**src/rtl/button_event_pkg.sv**
```systemverilog
// rtl/button_event_pkg.sv - shared state encoding and default timing constants for the button event decoder
package button_event_pkg;

    typedef enum logic [1:0] {
        LOCKOUT = 2'd0,
        IDLE    = 2'd1,
        HELD    = 2'd2,
        LONG    = 2'd3
    } state_t;

    localparam int DEF_LONG_CYCLES   = 50_000_000;
    localparam int DEF_REPEAT_CYCLES = 10_000_000;
    localparam int DEF_CNT_W         = 26;

endpackage

```
**src/rtl/button_event_decoder_hold_timer.sv**
```systemverilog
// rtl/button_event_decoder_hold_timer.sv - loadable hold up-counter with terminal-count compare
module hold_timer
    import button_event_pkg::*;
#(
    parameter int CNT_W = DEF_CNT_W
) (
    input  logic             i_clk,
    input  logic             i_rst,
    input  logic             i_clear,
    input  logic             i_load,
    input  logic             i_inc,
    input  logic [CNT_W-1:0] i_terminal,
    output logic             o_hit
);

    logic [CNT_W-1:0] r_count;

    // Clear wins over load, load wins over increment.
    always_ff @(posedge i_clk) begin
        if (i_rst || i_clear) begin
            r_count <= '0;
        end else if (i_load) begin
            r_count <= CNT_W'(1);
        end else if (i_inc) begin
            r_count <= r_count + CNT_W'(1);
        end
    end

    assign o_hit = (r_count == i_terminal);

endmodule

```
**src/rtl/button_event_decoder.sv**
```systemverilog
// rtl/button_event_decoder.sv - debounced level to press/release/long/repeat strobes; BUTTON_EVENT_REPEAT_EN enables auto-repeat
module button_event_decoder
    import button_event_pkg::*;
#(
    parameter int LONG_CYCLES   = DEF_LONG_CYCLES,
    parameter int REPEAT_CYCLES = DEF_REPEAT_CYCLES,
    parameter int CNT_W         = DEF_CNT_W
) (
    input  logic i_clk,
    input  logic i_rst,
    input  logic i_level,
    output logic o_pressed,
    output logic o_press_pulse,
    output logic o_release_pulse,
    output logic o_release_long,
    output logic o_long_pulse,
    output logic o_repeat_pulse
);

    state_t r_state;
    state_t w_next;
    logic   r_lvl_q;
    logic   r_pressed, r_press, r_release, r_release_long, r_long;
    logic   w_pressed, w_press, w_release, w_release_long, w_long, w_repeat;
    logic   w_clear, w_load, w_inc, w_hit, w_rise, w_fall;
    logic [CNT_W-1:0] w_terminal;

    assign w_rise     = i_level & ~r_lvl_q;
    assign w_fall     = ~i_level & r_lvl_q;
    assign w_terminal = (r_state == LONG) ? CNT_W'(REPEAT_CYCLES) : CNT_W'(LONG_CYCLES);

    hold_timer #(.CNT_W(CNT_W)) u_hold_timer (
        .i_clk      (i_clk),
        .i_rst      (i_rst),
        .i_clear    (w_clear),
        .i_load     (w_load),
        .i_inc      (w_inc),
        .i_terminal (w_terminal),
        .o_hit      (w_hit)
    );

    always_ff @(posedge i_clk) begin
        if (i_rst) begin
            r_state <= LOCKOUT;
            r_lvl_q <= 1'b0;
        end else begin
            r_state <= w_next;
            r_lvl_q <= i_level;
        end
    end

    always_comb begin
        w_next = r_state;
        case (r_state)
            LOCKOUT: if (!i_level) w_next = IDLE;
            IDLE:    if (w_rise) w_next = HELD;
            HELD: begin
                if (w_fall)     w_next = IDLE;
                else if (w_hit) w_next = LONG;
            end
            LONG:    if (w_fall) w_next = IDLE;
            default: w_next = LOCKOUT;
        endcase
    end

    // Release is checked first so it suppresses a coincident long/repeat hit.
    always_comb begin
        w_pressed      = r_pressed;
        w_press        = 1'b0;
        w_release      = 1'b0;
        w_release_long = 1'b0;
        w_long         = 1'b0;
        w_repeat       = 1'b0;
        w_clear        = 1'b0;
        w_load         = 1'b0;
        w_inc          = 1'b0;
        case (r_state)
            IDLE: begin
                if (w_rise) begin
                    w_press   = 1'b1;
                    w_pressed = 1'b1;
                    w_load    = 1'b1;
                end
            end
            HELD: begin
                if (w_fall) begin
                    w_release = 1'b1;
                    w_pressed = 1'b0;
                    w_clear   = 1'b1;
                end else if (w_hit) begin
                    w_long = 1'b1;
                    w_load = 1'b1;
                end else begin
                    w_inc = 1'b1;
                end
            end
            LONG: begin
                if (w_fall) begin
                    w_release      = 1'b1;
                    w_release_long = 1'b1;
                    w_pressed      = 1'b0;
                    w_clear        = 1'b1;
                end else begin
`ifdef BUTTON_EVENT_REPEAT_EN
                    if (w_hit) begin
                        w_repeat = 1'b1;
                        w_load   = 1'b1;
                    end else begin
                        w_inc = 1'b1;
                    end
`endif
                end
            end
            default: ;
        endcase
    end

    always_ff @(posedge i_clk) begin
        if (i_rst) begin
            r_pressed      <= 1'b0;
            r_press        <= 1'b0;
            r_release      <= 1'b0;
            r_release_long <= 1'b0;
            r_long         <= 1'b0;
        end else begin
            r_pressed      <= w_pressed;
            r_press        <= w_press;
            r_release      <= w_release;
            r_release_long <= w_release_long;
            r_long         <= w_long;
        end
    end

`ifdef BUTTON_EVENT_REPEAT_EN
    logic r_repeat;
    always_ff @(posedge i_clk) begin
        if (i_rst) r_repeat <= 1'b0;
        else       r_repeat <= w_repeat;
    end
    assign o_repeat_pulse = r_repeat;
`else
    logic w_unused_repeat;
    assign w_unused_repeat = w_repeat;
    assign o_repeat_pulse  = 1'b0;
`endif

    assign o_pressed       = r_pressed;
    assign o_press_pulse   = r_press;
    assign o_release_pulse = r_release;
    assign o_release_long  = r_release_long;
    assign o_long_pulse    = r_long;

endmodule

```
**config.mk**
```make
export PLATFORM = sky130hd
export DESIGN_NAME = button_event_decoder
export DESIGN_NICKNAME = d
export VERILOG_FILES = /design/src/rtl/button_event_pkg.sv /design/src/rtl/button_event_decoder_hold_timer.sv /design/src/rtl/button_event_decoder.sv
export SDC_FILE = /design/constraint.sdc
export NUM_CORES = 1
export LEC_CHECK = 0
export BUFFER_PORTS_ARGS = -buffer_cell sky130_fd_sc_hd__buf_2
export CORE_MARGIN = 1
export CORE_UTILIZATION = 45
export DETAILED_ROUTE_END_ITERATION = 8
export PLACE_DENSITY = 0.62
export RECOVER_POWER = 100
export SYNTH_ARGS = -nofsm -noshare
export SYNTH_HDL_FRONTEND = slang
export SYNTH_SLANG_ARGS = --single-unit
```
**constraint.sdc**
```tcl
create_clock -name i_clk -period 2.1 [get_ports i_clk]
set_input_delay 0.105 -clock i_clk [delete_from_list [all_inputs] [get_ports i_clk]]
set_output_delay 0.105 -clock i_clk [all_outputs]
set_load 0.02 [all_outputs]
```
======== Word-level counts from Yosys, hierarchy flattened ========
Index checks and enable logic that the tools add are counted.
storage, ports and cells
  bits in registers ....................... 34
  output and inout bits ................... 6
  bits of input ports ..................... 3
  logic and storage cells ................. 58
operators by class
  mux-type cells .......................... 21
  equality and inequality tests ........... 9
  reductions and logical operators ........ 11
  bitwise gates (word level) .............. 7
  $add $sub $neg .......................... 1
operator list
  operator                                                         number
  26-bit by 1-bit adder with 26-bit output, second input constant  1
  26-bit == test                                                   1
  26-bit 2-to-1 mux                                                1
  1-bit 2-to-1 mux                                                 12
  2-bit 2-to-1 mux                                                 5
  2-bit OR reduction                                               5
  2-bit case mux with 4 select lines                               1
  2-bit != test, second input constant                             3
  1-bit NOT                                                        5
  2-bit == test, second input constant                             2
  1-bit case mux with 2 select lines                               2
  4-bit AND reduction                                              1
  2-bit nonzero test                                               2
  3-bit by 2-bit != test with 1-bit output, second input constant  1
  3-bit AND reduction                                              1
  1-bit bitwise AND                                                2
  2-bit by 1-bit == test with 1-bit output, second input constant  1
  2-bit logical NOT                                                1
  2-bit by 1-bit != test with 1-bit output, second input constant  1
  1-bit logical OR                                                 1

======== Logic depth before layout (Yosys ltp) ========
Gate-level depths: netlist of run 1.
  depth in word-level cells ............... 8
  gate-level depth with buffers ........... 8
  mapped depth without buffers ............ 7

======== Cells and area by module ========
From an unflattened synthesis of run 1, not the netlist that was laid out.
second synthesis, totals
  cells, all modules ...................... 226
  area, all modules ....................... 1929.4 µm²
by module, submodules not included
  module                seq. area each (µm²)  times used  area each (µm²)  cells each
  hold_timer            520.5                 1           1495.2           176
  button_event_decoder  160.2                 1           434.2            50

======== Least setup slack after synthesis of run 1 ========
No wires, ideal clock.
  path kind ............................... reg2reg
  from .................................... reg u_hold_timer.r_count[17]
  to ...................................... reg u_hold_timer.r_count[1]
  arrival time ............................ 1.946 ns
  setup time .............................. 0.115 ns
  path buffers ............................ 0
  period minus slack after synthesis ...... 2.061 ns
  data required time ...................... 1.985 ns
  path slack .............................. 0.039 ns
  stages on the path, launching flop included .. 6
  path through ............................ dfxtp_1 > or4_1 > o22a_1 > or4_4 > and3_1 > o21ba_1
between the ends
  cells in the longest elaborated chain, start to end .. 5
  elaborated cells on any way between the ends .. 8
  classes of those cells .................. eq/ne (1); mux (6); reduce/logical (1)
ends and longest elaborated chain
  what                                 line                                   source
  start: declaration                   button_event_decoder_hold_timer.sv:16  logic [CNT_W-1:0] r_count;
  start signal: assignment             button_event_decoder_hold_timer.sv:25  r_count <= r_count + CNT_W'(1);
  26-bit == test (*)                   button_event_decoder_hold_timer.sv:29  assign o_hit = (r_count == i_terminal);
  1-bit 2-to-1 mux                     button_event_decoder.sv:90             end else if (w_hit) begin
  1-bit 2-to-1 mux                     button_event_decoder.sv:86             if (w_fall) begin
  1-bit case mux with 2 select lines   button_event_decoder.sv:77             case (r_state)
  2-bit OR reduction (no source line)  -
Every way passes the cells marked *; elsewhere a longest branch is shown, timed or not.
A chain may end at the register's enable or synchronous reset.

======== Worst setup path in the final report of run 1 ========
Ends and elaborated chain as after synthesis.

==> results.yml, run 1 <==
status:
  status: "finished clean"
drt:
  wire_per_inst_um: 13.5
  via_count: 1573
  detail-route-antenna-nets: 0
  drt-vias-per-instance: 5.66
  first_pass_iters: 4
  drt_iter0_drc: 64
  totalWireLength_mm: 3.76
  drc: 0
global_routing:
  grt_use_total_pct: 19.9
  grt_pass1_vias: 1462
  antenna_found_initial: 0
  grt_first_pass_wirelength_mm: 6.45
  grt_max_degree: 15
  grt_overflow_total: 0
die:
  pin_count: 9
  die_w_um: 65.2
  fp-row-count: 22
  die_area_sq_um: 4250
  core-area_sq_um: 3740
  fp.dieH_um: 65.2
  initial_utilization_pct: 48.0
clock_network:
  cts_buffers: 5
  ctsHoldBuffers: 0
  cts.path.max_buffers: 2
  h-tree-depth: 2
  cts_root_buf: "clkbuf_8"
  cts.sinks: 34
  path_clk_slew_ps: 70
  cts_tree: "yes"
  cts-resized-gates: 0
  cts_setup_buffers: 0
  clk_latency_ps: 290
critical_path:
  worst_ep_arrival_time_ps: 2240
  r2r_end: "u_hold_timer.r_count[1]$_SDFFE_PP0P_"
  cp_max_fo: 4
  r2r-start: "u_hold_timer.r_count[17]$_SDFFE_PP0P_"
  worstSetupEndpointType: "flip-flop"
  worstSetupPathType: "flip-flop to flip-flop"
  startpoint_type: "flip-flop"
  r2r_slack_ps: 40
  ff2ff_path_depth: 5
  crit_required_ps: 2280
min_path:
  whs_endpoint: "r_lvl_q$_SDFF_PP0_"
  min_from: "i_level"
  hold_path_depth: 2
  hp-class: "input port to flip-flop"
synth:
  synth_edf_count: 0
  synth_area_sq_um: 1800
  ys_types: 42
  async_flop_share_pct: 0
  synth.largest_area_cell: "dfxtp_1"
  yosys-top-cells-area: "dfxtp_1, nor2_1, xor2_1"
  synth_cells: 206
  yosysMostFrequentCell: "dfxtp_1"
  synth_flop_cell: "dfxtp_1"
  syn_area_per_cell_sq_um: 8.73
  ys_seq_area_share_pct: 37.9
  ys_warn_count: 0
  yosysTopAreaCellShare_pct: 37.9
  synth_fp_nets: 216
  synth-seq-cells: 34
  yosys-top-cells-count: "dfxtp_1, nor2_1, nand2_1, nand4_1, xor2_1"
timing:
  worstMarginPinSlew_ps: 514
  setup_slack_ps: 41.8
  finClkSkew_ps: 7.46
  rsz0062_at_grt: "false"
  fin_crit_ps: 2060
  finalSetupViolCount: 0
  drv_slew: 0
  slew-limit-headroom_pct: 65.2
  fin_crit_sh_pct: 98.0
  max_freq_ghz: 0.486
  hold_violations: 0
  setup_tns_ps: 0
cells_and_area:
  nNetsFinal: 239
  drive_above_1_share_pct: 11.3
  seqCellArea_sq_um: 682
  antenna_cells: 0
  final_cells: 278
  multiInputGateArea_sq_um: 1050
  area_growth_pct: 14.3
  fill_cells: 374
placement:
  port_buffers: 7
  gp_congestion: 0.849
  post-place-cells: 270
  post-place-ws_ps: 25.9
  hpwl_mm: 2.80
pwr:
  p_per_area_nw_per_um2: 703
  total_leakage_power_uw: 0.000730
  ir_drop_mv: 0.372
job:
  drv_cap: 0
[per-stage QoR]
stage               instance area (sq um)  total power, uW  hold WS [ps]  util [%]
CTS                                  2070             1460           117      55.2
finish                               2050             1440           123      54.9
floorplan                            1800              898           233         -
global route                         2050             1520           123      54.9
detailed placement                   1980              963           408      52.8
global placement                     1980              953           386      52.8
[worst max-delay path: stages, from the launching register on]
cell and delay, ps:
dfxtp_1 310, or4_1 510, o22a_1 200, or4_4 560, and3_1 200, o21ba_1 170
[worst max path at each step]
stage	slack, ps	start	to	cells past startpoint
floorplan	40	u_hold_timer.r_count[17]$_SDFFE_PP0P_	u_hold_timer.r_count[1]$_SDFFE_PP0P_	5
global placement	50	u_hold_timer.r_count[17]$_SDFFE_PP0P_	u_hold_timer.r_count[1]$_SDFFE_PP0P_	5
detailed placement	30	u_hold_timer.r_count[17]$_SDFFE_PP0P_	u_hold_timer.r_count[1]$_SDFFE_PP0P_	5
CTS	10	u_hold_timer.r_count[17]$_SDFFE_PP0P_	u_hold_timer.r_count[1]$_SDFFE_PP0P_	5
global route	3	u_hold_timer.r_count[17]$_SDFFE_PP0P_	u_hold_timer.r_count[1]$_SDFFE_PP0P_	5
finish	40	u_hold_timer.r_count[17]$_SDFFE_PP0P_	u_hold_timer.r_count[1]$_SDFFE_PP0P_	5
[kinds of logic (layout without fill, tap and decap cells)]
kind of cell / count (synthesis) / after routing / share of synthesized area, %
simple gates: 106 / 106 / 33.7
flops: 34 / 34 / 37.9
compound gates: 22 / 22 / 8.21
xor+xnor: 20 / 20 / 9.74
buf+inv: 13 / 37 / 3.76
fa+ha+maj: 7 / 7 / 4.87
mux: 3 / 3 / 1.67
other cells: 1 / 1 / 0.209
[layout make-up]
type	count	share of cell area [%]
inverters	7	1.28
repair buffers	22	7.06
well taps	48	2.92
flip-flops and latches	34	33.2
clock buffers	7	4.20
clock inverters	1	0.244
multi-input cells	159	51.1
[where the power goes]
group / internal, uW / leakage, uW / switching [uW]
Combinational: 105 / 0.000407 / 150
Clock: 264 / 0.0000482 / 232
Sequential: 672 / 0.000275 / 20.8
[state kept, by name (all words and copies together) (netlist names)]
register and cells:
o_release_pulse 1, o_press_pulse 1, o_release_long 1, r_state 2, o_long_pulse 1, o_pressed 1
u_hold_timer.r_count 26, r_lvl_q 1
[per-layer routing]
| layer | GRT usage, % | share of wire, % | vias up |
|---|---|---|---|
| met5 | 0 | 0 | - |
| met4 | 8.42 | 1.7 | 0 |
| met3 | 5.73 | 4.4 | 7 |
| met2 | 32.9 | 47 | 29 |
| met1 | 24.0 | 47 | 751 |
| li1 | - | - | 786 |
[cell usage in the layout (no fill, tap or decap), drive strengths merged, types with 2 or more instances in the layout]
cell and n:
a21oi 7, and3 5, and4 3, buf 14
clkbuf 15, dfxtp 34, ha 7, inv 7
mux2i 3, nand2 13, nand2b 3, nand3 7
nand3b 3, nand4 12, nand4b 2, nor2 26
nor2b 3, nor3 10, nor3b 2, nor4 5
nor4b 3, nor4bb 2, o211ai 2, o21ai 3
o22a 2, o32ai 2, or3 4, or4 2
xnor2 9, xor2 11
Note: power is estimated with default switching activity, not from simulation.
==> run 2, diff against run 1 <==
--- a/config.mk
+++ b/config.mk
@@ -9,7 +9,6 @@
 export CORE_MARGIN = 1
 export CORE_UTILIZATION = 45
 export DETAILED_ROUTE_END_ITERATION = 8
-export PLACE_DENSITY = 0.62
 export RECOVER_POWER = 100
 export SYNTH_ARGS = -nofsm -noshare
 export SYNTH_HDL_FRONTEND = slang
==> run 2 against run 1 <==
Compared with the run above:
- non-clock buffer count decreased by 1
- total power increased by 4.9%
- hold slack got worse by 18 ps
- register-to-register slack improved by 90 ps
- clock skew decreased by 3.3 ps
- cell count decreased by 0.36%
- clock power increased by 15%
- maximum frequency increased by 4.5%
- sequential share of layout area decreased by 0.44 points
- first-iteration DRC count increased by 36%
- largest power group unchanged
==> results.yml, run 2 (synthesized netlist as in run 1, its figures left out) <==
clock_network:
  cts_buffers: 5
  cts.path.max_buffers: 2
  h-tree-depth: 2
  cts_tree: "yes"
  cts_setup_buffers: 0
  cts.sinks: 34
  cts_root_buf: "clkbuf_8"
  cts-resized-gates: 0
  path_clk_slew_ps: 70
  ctsHoldBuffers: 0
  clk_latency_ps: 290
critical_path:
  worst_ep_arrival_time_ps: 2160
  worstSetupEndpointType: "flip-flop"
  startpoint_type: "flip-flop"
  crit_required_ps: 2290
  worstSetupPathType: "flip-flop to flip-flop"
  cp_max_fo: 7
global_routing:
  grt_pass1_vias: 1542
  gr-usage-met1_pct: 25.8
  grt_overflow_total: 0
  grt_use_total_pct: 21.1
  grt_first_pass_wirelength_mm: 6.84
  grt.met3_usage_pct: 6.08
  antenna_found_initial: 0
  grt_max_degree: 18
  grt.met2_usage_pct: 34.3
  grt_busiest_layer: "met2"
timing:
  finClkSkew_ps: 4.12
  setup_tns_ps: 0
  drv_slew: 0
  fin_crit_ps: 1970
  fin_crit_sh_pct: 93.8
  setup_slack_ps: 130
  max_freq_ghz: 0.508
  hold_violations: 0
  rsz0062_at_grt: "false"
  finalSetupViolCount: 0
placement:
  post-place-cells: 269
  post-place-ws_ps: 30.7
  hpwl_mm: 2.87
  port_buffers: 7
  gp_congestion: 0.822
drt:
  via_count: 1569
  totalWireLength_mm: 3.91
  wire_per_inst_um: 14.1
  drt_iter0_drc: 87
  drc: 0
  first_pass_iters: 5
  detail-route-antenna-nets: 0
  drt-vias-per-instance: 5.66
pwr:
  p_per_area_nw_per_um2: 729
  ir_drop_mv: 0.335
  total_leakage_power_uw: 0.000742
cells_and_area:
  final_cells: 277
  seqCellArea_sq_um: 681
  area_growth_pct: 15.6
  largest-register: "u_hold_timer.r_count"
  multiInputGateArea_sq_um: 1060
  layout_commonest_cell: "dfxtp_1"
  nNetsFinal: 238
  largest_register_ffs: 26
  layout_common_cells: "dfxtp_1, nor2_1, nand2_1, nand4_1"
  drive_above_1_share_pct: 12.2
  antenna_cells: 0
  fill_cells: 364
  reg_top3: "u_hold_timer.r_count (26), r_state (2)"
die:
  pin_count: 9
  fp-row-count: 22
  core-area_sq_um: 3740
  fp.dieH_um: 65.2
  die_area_sq_um: 4250
  die_w_um: 65.2
  initial_utilization_pct: 48.0
min_path:
  hp-class: "input port to flip-flop"
status:
  status: "finished clean"
job:
  drv_cap: 0
run 2: cell count changes in the layout (fill, tap and decap cells not counted), moves of 2 or more:
cell,previous run,this run
clkbuf_1,9,7
clkbuf_8,6,8
nor4b_1,3,1
nor4b_2,0,2
run 2: worst paths after layout:
| check | from | to | slack (ps) | depth (start not counted) |
|---|---|---|---|---|
| hold / removal | i_level | r_lvl_q$_SDFF_PP0_ | 100 | 2 |
| setup reg to reg | u_hold_timer.r_count[2]$_SDFFE_PP0P_ | u_hold_timer.r_count[1]$_SDFFE_PP0P_ | 130 | 5 |
| hold reg to reg | o_pressed$_SDFFE_PP0P_ | o_pressed$_SDFFE_PP0P_ | 510 | 2 |
| setup / recovery | u_hold_timer.r_count[2]$_SDFFE_PP0P_ | u_hold_timer.r_count[1]$_SDFFE_PP0P_ | 130 | 5 |
run 2: cell type report:
| cell class | count | share of cell area (%) |
|---|---|---|
| Clock buffer | 8 | 5.30 |
| Sequential cell | 34 | 32.8 |
| Timing Repair Buffer | 21 | 6.68 |
| Tap cell | 48 | 2.89 |
| Inverter | 7 | 1.26 |
| Multi-Input combinational cell | 159 | 51.1 |
run 2: metal layers:
layer,vias to the layer above,routed length [um],share of wire (%)
met3,8,135,3.5
met5,-,0,0
met2,27,1840,47
met1,751,1870,48
li1,783,-,-
met4,0,65,1.7
run 2: critical path, stage by stage (launching register included):
cell	delay, ps
dfxtp_1	360
nor4b_1	410
nand4b_1	150
or4_4	580
and3_1	200
o21ba_1	170
run 2: power by group:
part | internal, uW | leakage (uW) | switching [uW]
Clock | 331 | 0.0000575 | 241
Combinational | 104 | 0.000410 | 148
Sequential | 670 | 0.000275 | 20.9
Total | 1110 | 0.000742 | 410
run 2: through the flow:
stage                     utilization, %  hold slack [ps]  power (uW)  instance area, sq um
after global routing                55.5              106        1600                  2080
final                               55.5              105        1510                  2080
after floorplan                        -              233         898                  1800
after global placement              52.6              384         952                  1970
after detailed placement            52.6              405         962                  1970
after CTS                           55.5              102        1540                  2080
==> run 3, diff against run 2 <==
--- a/config.mk
+++ b/config.mk
@@ -5,6 +5,7 @@
 export SDC_FILE = /design/constraint.sdc
 export NUM_CORES = 1
 export LEC_CHECK = 0
+export ABC_AREA = 1
 export BUFFER_PORTS_ARGS = -buffer_cell sky130_fd_sc_hd__buf_2
 export CORE_MARGIN = 1
 export CORE_UTILIZATION = 45
==> run 3 against run 2 <==
Compared with the run above:
- register-to-register slack improved by 140 ps
- clock power shrank 6.5%
- combinational power grew 81%
- utilization down 5.1 points
- die area is 33% higher
- maximum frequency grew 7.4%
- clock skew increased by 3.2 ps
- via count is 46% higher
- count of clock-buffer cells in the layout is 2 lower
- first-iteration DRC count increased by 100%
- total power is 13% higher
- sequential share of layout area decreased by 6.4 points
==> results.yml, run 3 <==
clock_network:
  cts-resized-gates: 0
  cts_setup_buffers: 0
  cts.sinks: 34
  path_clk_slew_ps: 80
  cts.path.max_buffers: 2
  clk_latency_ps: 300
  cts_buffers: 5
  cts_root_buf: "clkbuf_8"
  ctsHoldBuffers: 0
  cts_tree: "yes"
  h-tree-depth: 2
drt:
  first_pass_iters: 4
  drt_iter0_drc: 174
  drt-vias-per-instance: 4.70
  totalWireLength_mm: 5.59
  drc: 0
  via_count: 2295
  wire_per_inst_um: 11.4
  detail-route-antenna-nets: 0
synth:
  yosys-top-cells-area: "dfxtp_1, nand2_1, nor2_1"
  ys_types: 25
  synth_edf_count: 0
  synth_cells: 408
  async_flop_share_pct: 0
  yosysTopAreaCellShare_pct: 28.2
  ys_warn_count: 0
  synth.largest_area_cell: "dfxtp_1"
  synth_fp_nets: 418
  ys_seq_area_share_pct: 28.2
  yosys-top-cells-count: "nand2_1, nor2_1, inv_1, nand3_1, dfxtp_1"
  syn_area_per_cell_sq_um: 5.92
  synth_area_sq_um: 2420
  yosysMostFrequentCell: "nand2_1"
  synth_flop_cell: "dfxtp_1"
  synth-seq-cells: 34
cells_and_area:
  layout_common_cells: "nand2_1, nor2_1, inv_1, nand3_1, dfxtp_1"
  largest-register: "u_hold_timer.r_count"
  drive_above_1_share_pct: 8.61
  antenna_cells: 0
  fill_cells: 565
  area_growth_pct: 7.14
  nNetsFinal: 427
  largest_register_ffs: 26
  seqCellArea_sq_um: 683
  final_cells: 488
  reg_top3: "u_hold_timer.r_count (26), r_state (2)"
  layout_commonest_cell: "nand2_1"
  post-route-util_pct: 50.4
  multiInputGateArea_sq_um: 1420
die:
  die_w_um: 75.3
  core-area_sq_um: 5140
  pin_count: 9
  fp-row-count: 26
  die_area_sq_um: 5670
  fp.dieH_um: 75.3
  initial_utilization_pct: 47.0
placement:
  post-place-cells: 480
  gp_congestion: 0.866
  port_buffers: 7
  hpwl_mm: 4.04
min_path:
  hp-class: "input port to flip-flop"
  hold_path_depth: 3
timing:
  drv_slew: 0
  max_freq_ghz: 0.545
  setup_tns_ps: 0
  fin_crit_sh_pct: 87.4
  finClkSkew_ps: 7.27
  fin_crit_ps: 1830
  rsz0062_at_grt: "false"
  finalSetupViolCount: 0
  hold_violations: 0
critical_path:
  crit_required_ps: 2290
  ff2ff_path_depth: 11
  cp_max_fo: 16
  worst_ep_arrival_time_ps: 2020
  worstSetupEndpointType: "flip-flop"
  startpoint_type: "flip-flop"
  worstSetupPathType: "flip-flop to flip-flop"
global_routing:
  grt_pass1_vias: 1996
  antenna_found_initial: 0
  grt_use_total_pct: 21.9
  grt_overflow_total: 0
  grt_max_degree: 29
  grt_first_pass_wirelength_mm: 9.35
status:
  status: "finished clean"
job:
  drv_cap: 0
pwr:
  p_per_area_nw_per_um2: 660
  total_leakage_power_uw: 0.00102
  ir_drop_mv: 0.495
[run 3: final cells by class]
cell class,count,area share [%]
Sequential cell,34,26.4
Clock buffer,6,3.19
Timing Repair Buffer,14,3.57
Inverter,56,8.12
Tap cell,70,3.38
Clock inverter,2,0.483
Multi-Input combinational cell,306,54.9
[run 3: logic make-up (layout without fill, tap and decap cells)]
| logic type | after synthesis | after routing | synth area share [%] |
|---|---|---|---|
| other | 1 | 1 | 0.155 |
| adder cells (fa/ha/maj) | 7 | 7 | 3.62 |
| XOR/XNOR | 12 | 12 | 4.35 |
| flip-flops | 34 | 34 | 28.2 |
| AND/OR/NAND/NOR | 267 | 267 | 45.8 |
| buffers and inverters | 68 | 78 | 13.1 |
| AO/OA/AOI/OAI | 19 | 19 | 4.87 |
[run 3: worst max-delay path, stage by stage (launching register included)]
cell     delay, ps
dfxtp_2        350
ha_1           230
inv_1          140
nand2_1         60
nor2_1          90
nor2_1          50
nor2_2         120
nand2_1        170
buf_4          260
nand3_1        100
and2_0         110
nor2_1          30
[run 3: power by group]
part | total (uW) | switching, uW | internal (uW)
clock network | 535 | 271 | 264
registers | 718 | 34.4 | 684
logic | 455 | 318 | 137
[run 3: final timing paths]
kind                                                              end               startpoint  slack, ps
worst max-delay path            u_hold_timer.r_count[24]$_SDFFE_PP0P_  r_state[0]$_SDFFE_PP0P_        270
worst min-delay path                               r_lvl_q$_SDFF_PP0_                  i_level         70
worst max register to register  u_hold_timer.r_count[24]$_SDFFE_PP0P_  r_state[0]$_SDFFE_PP0P_        270
worst min register to register                r_state[0]$_SDFFE_PP0P_  r_state[0]$_SDFFE_PP0P_        500
[run 3: per-stage QoR]
step | hold slack, ps | power [uW] | instance area, sq um | worst slack (ps)
6_report | 72.0 | 1710 | 2590 | 265
5_1_grt | 99.2 | 1800 | 2590 | 16.7
4_1_cts | 67.7 | 1710 | 2600 | 202
3_5_place_dp | 388 | 1180 | 2500 | 224
3_3_place_gp | 383 | 1180 | 2500 | 274
2_1_floorplan | 227 | 1080 | 2420 | 421
[run 3: routing by layer]
layer	global-route usage, %	vias up	part of all wire (%)
met5	0	-	0
met4	5.56	0	0.89
met3	3.97	4	3.2
met2	35.4	31	45
met1	30.1	1010	51
li1	-	1250	-
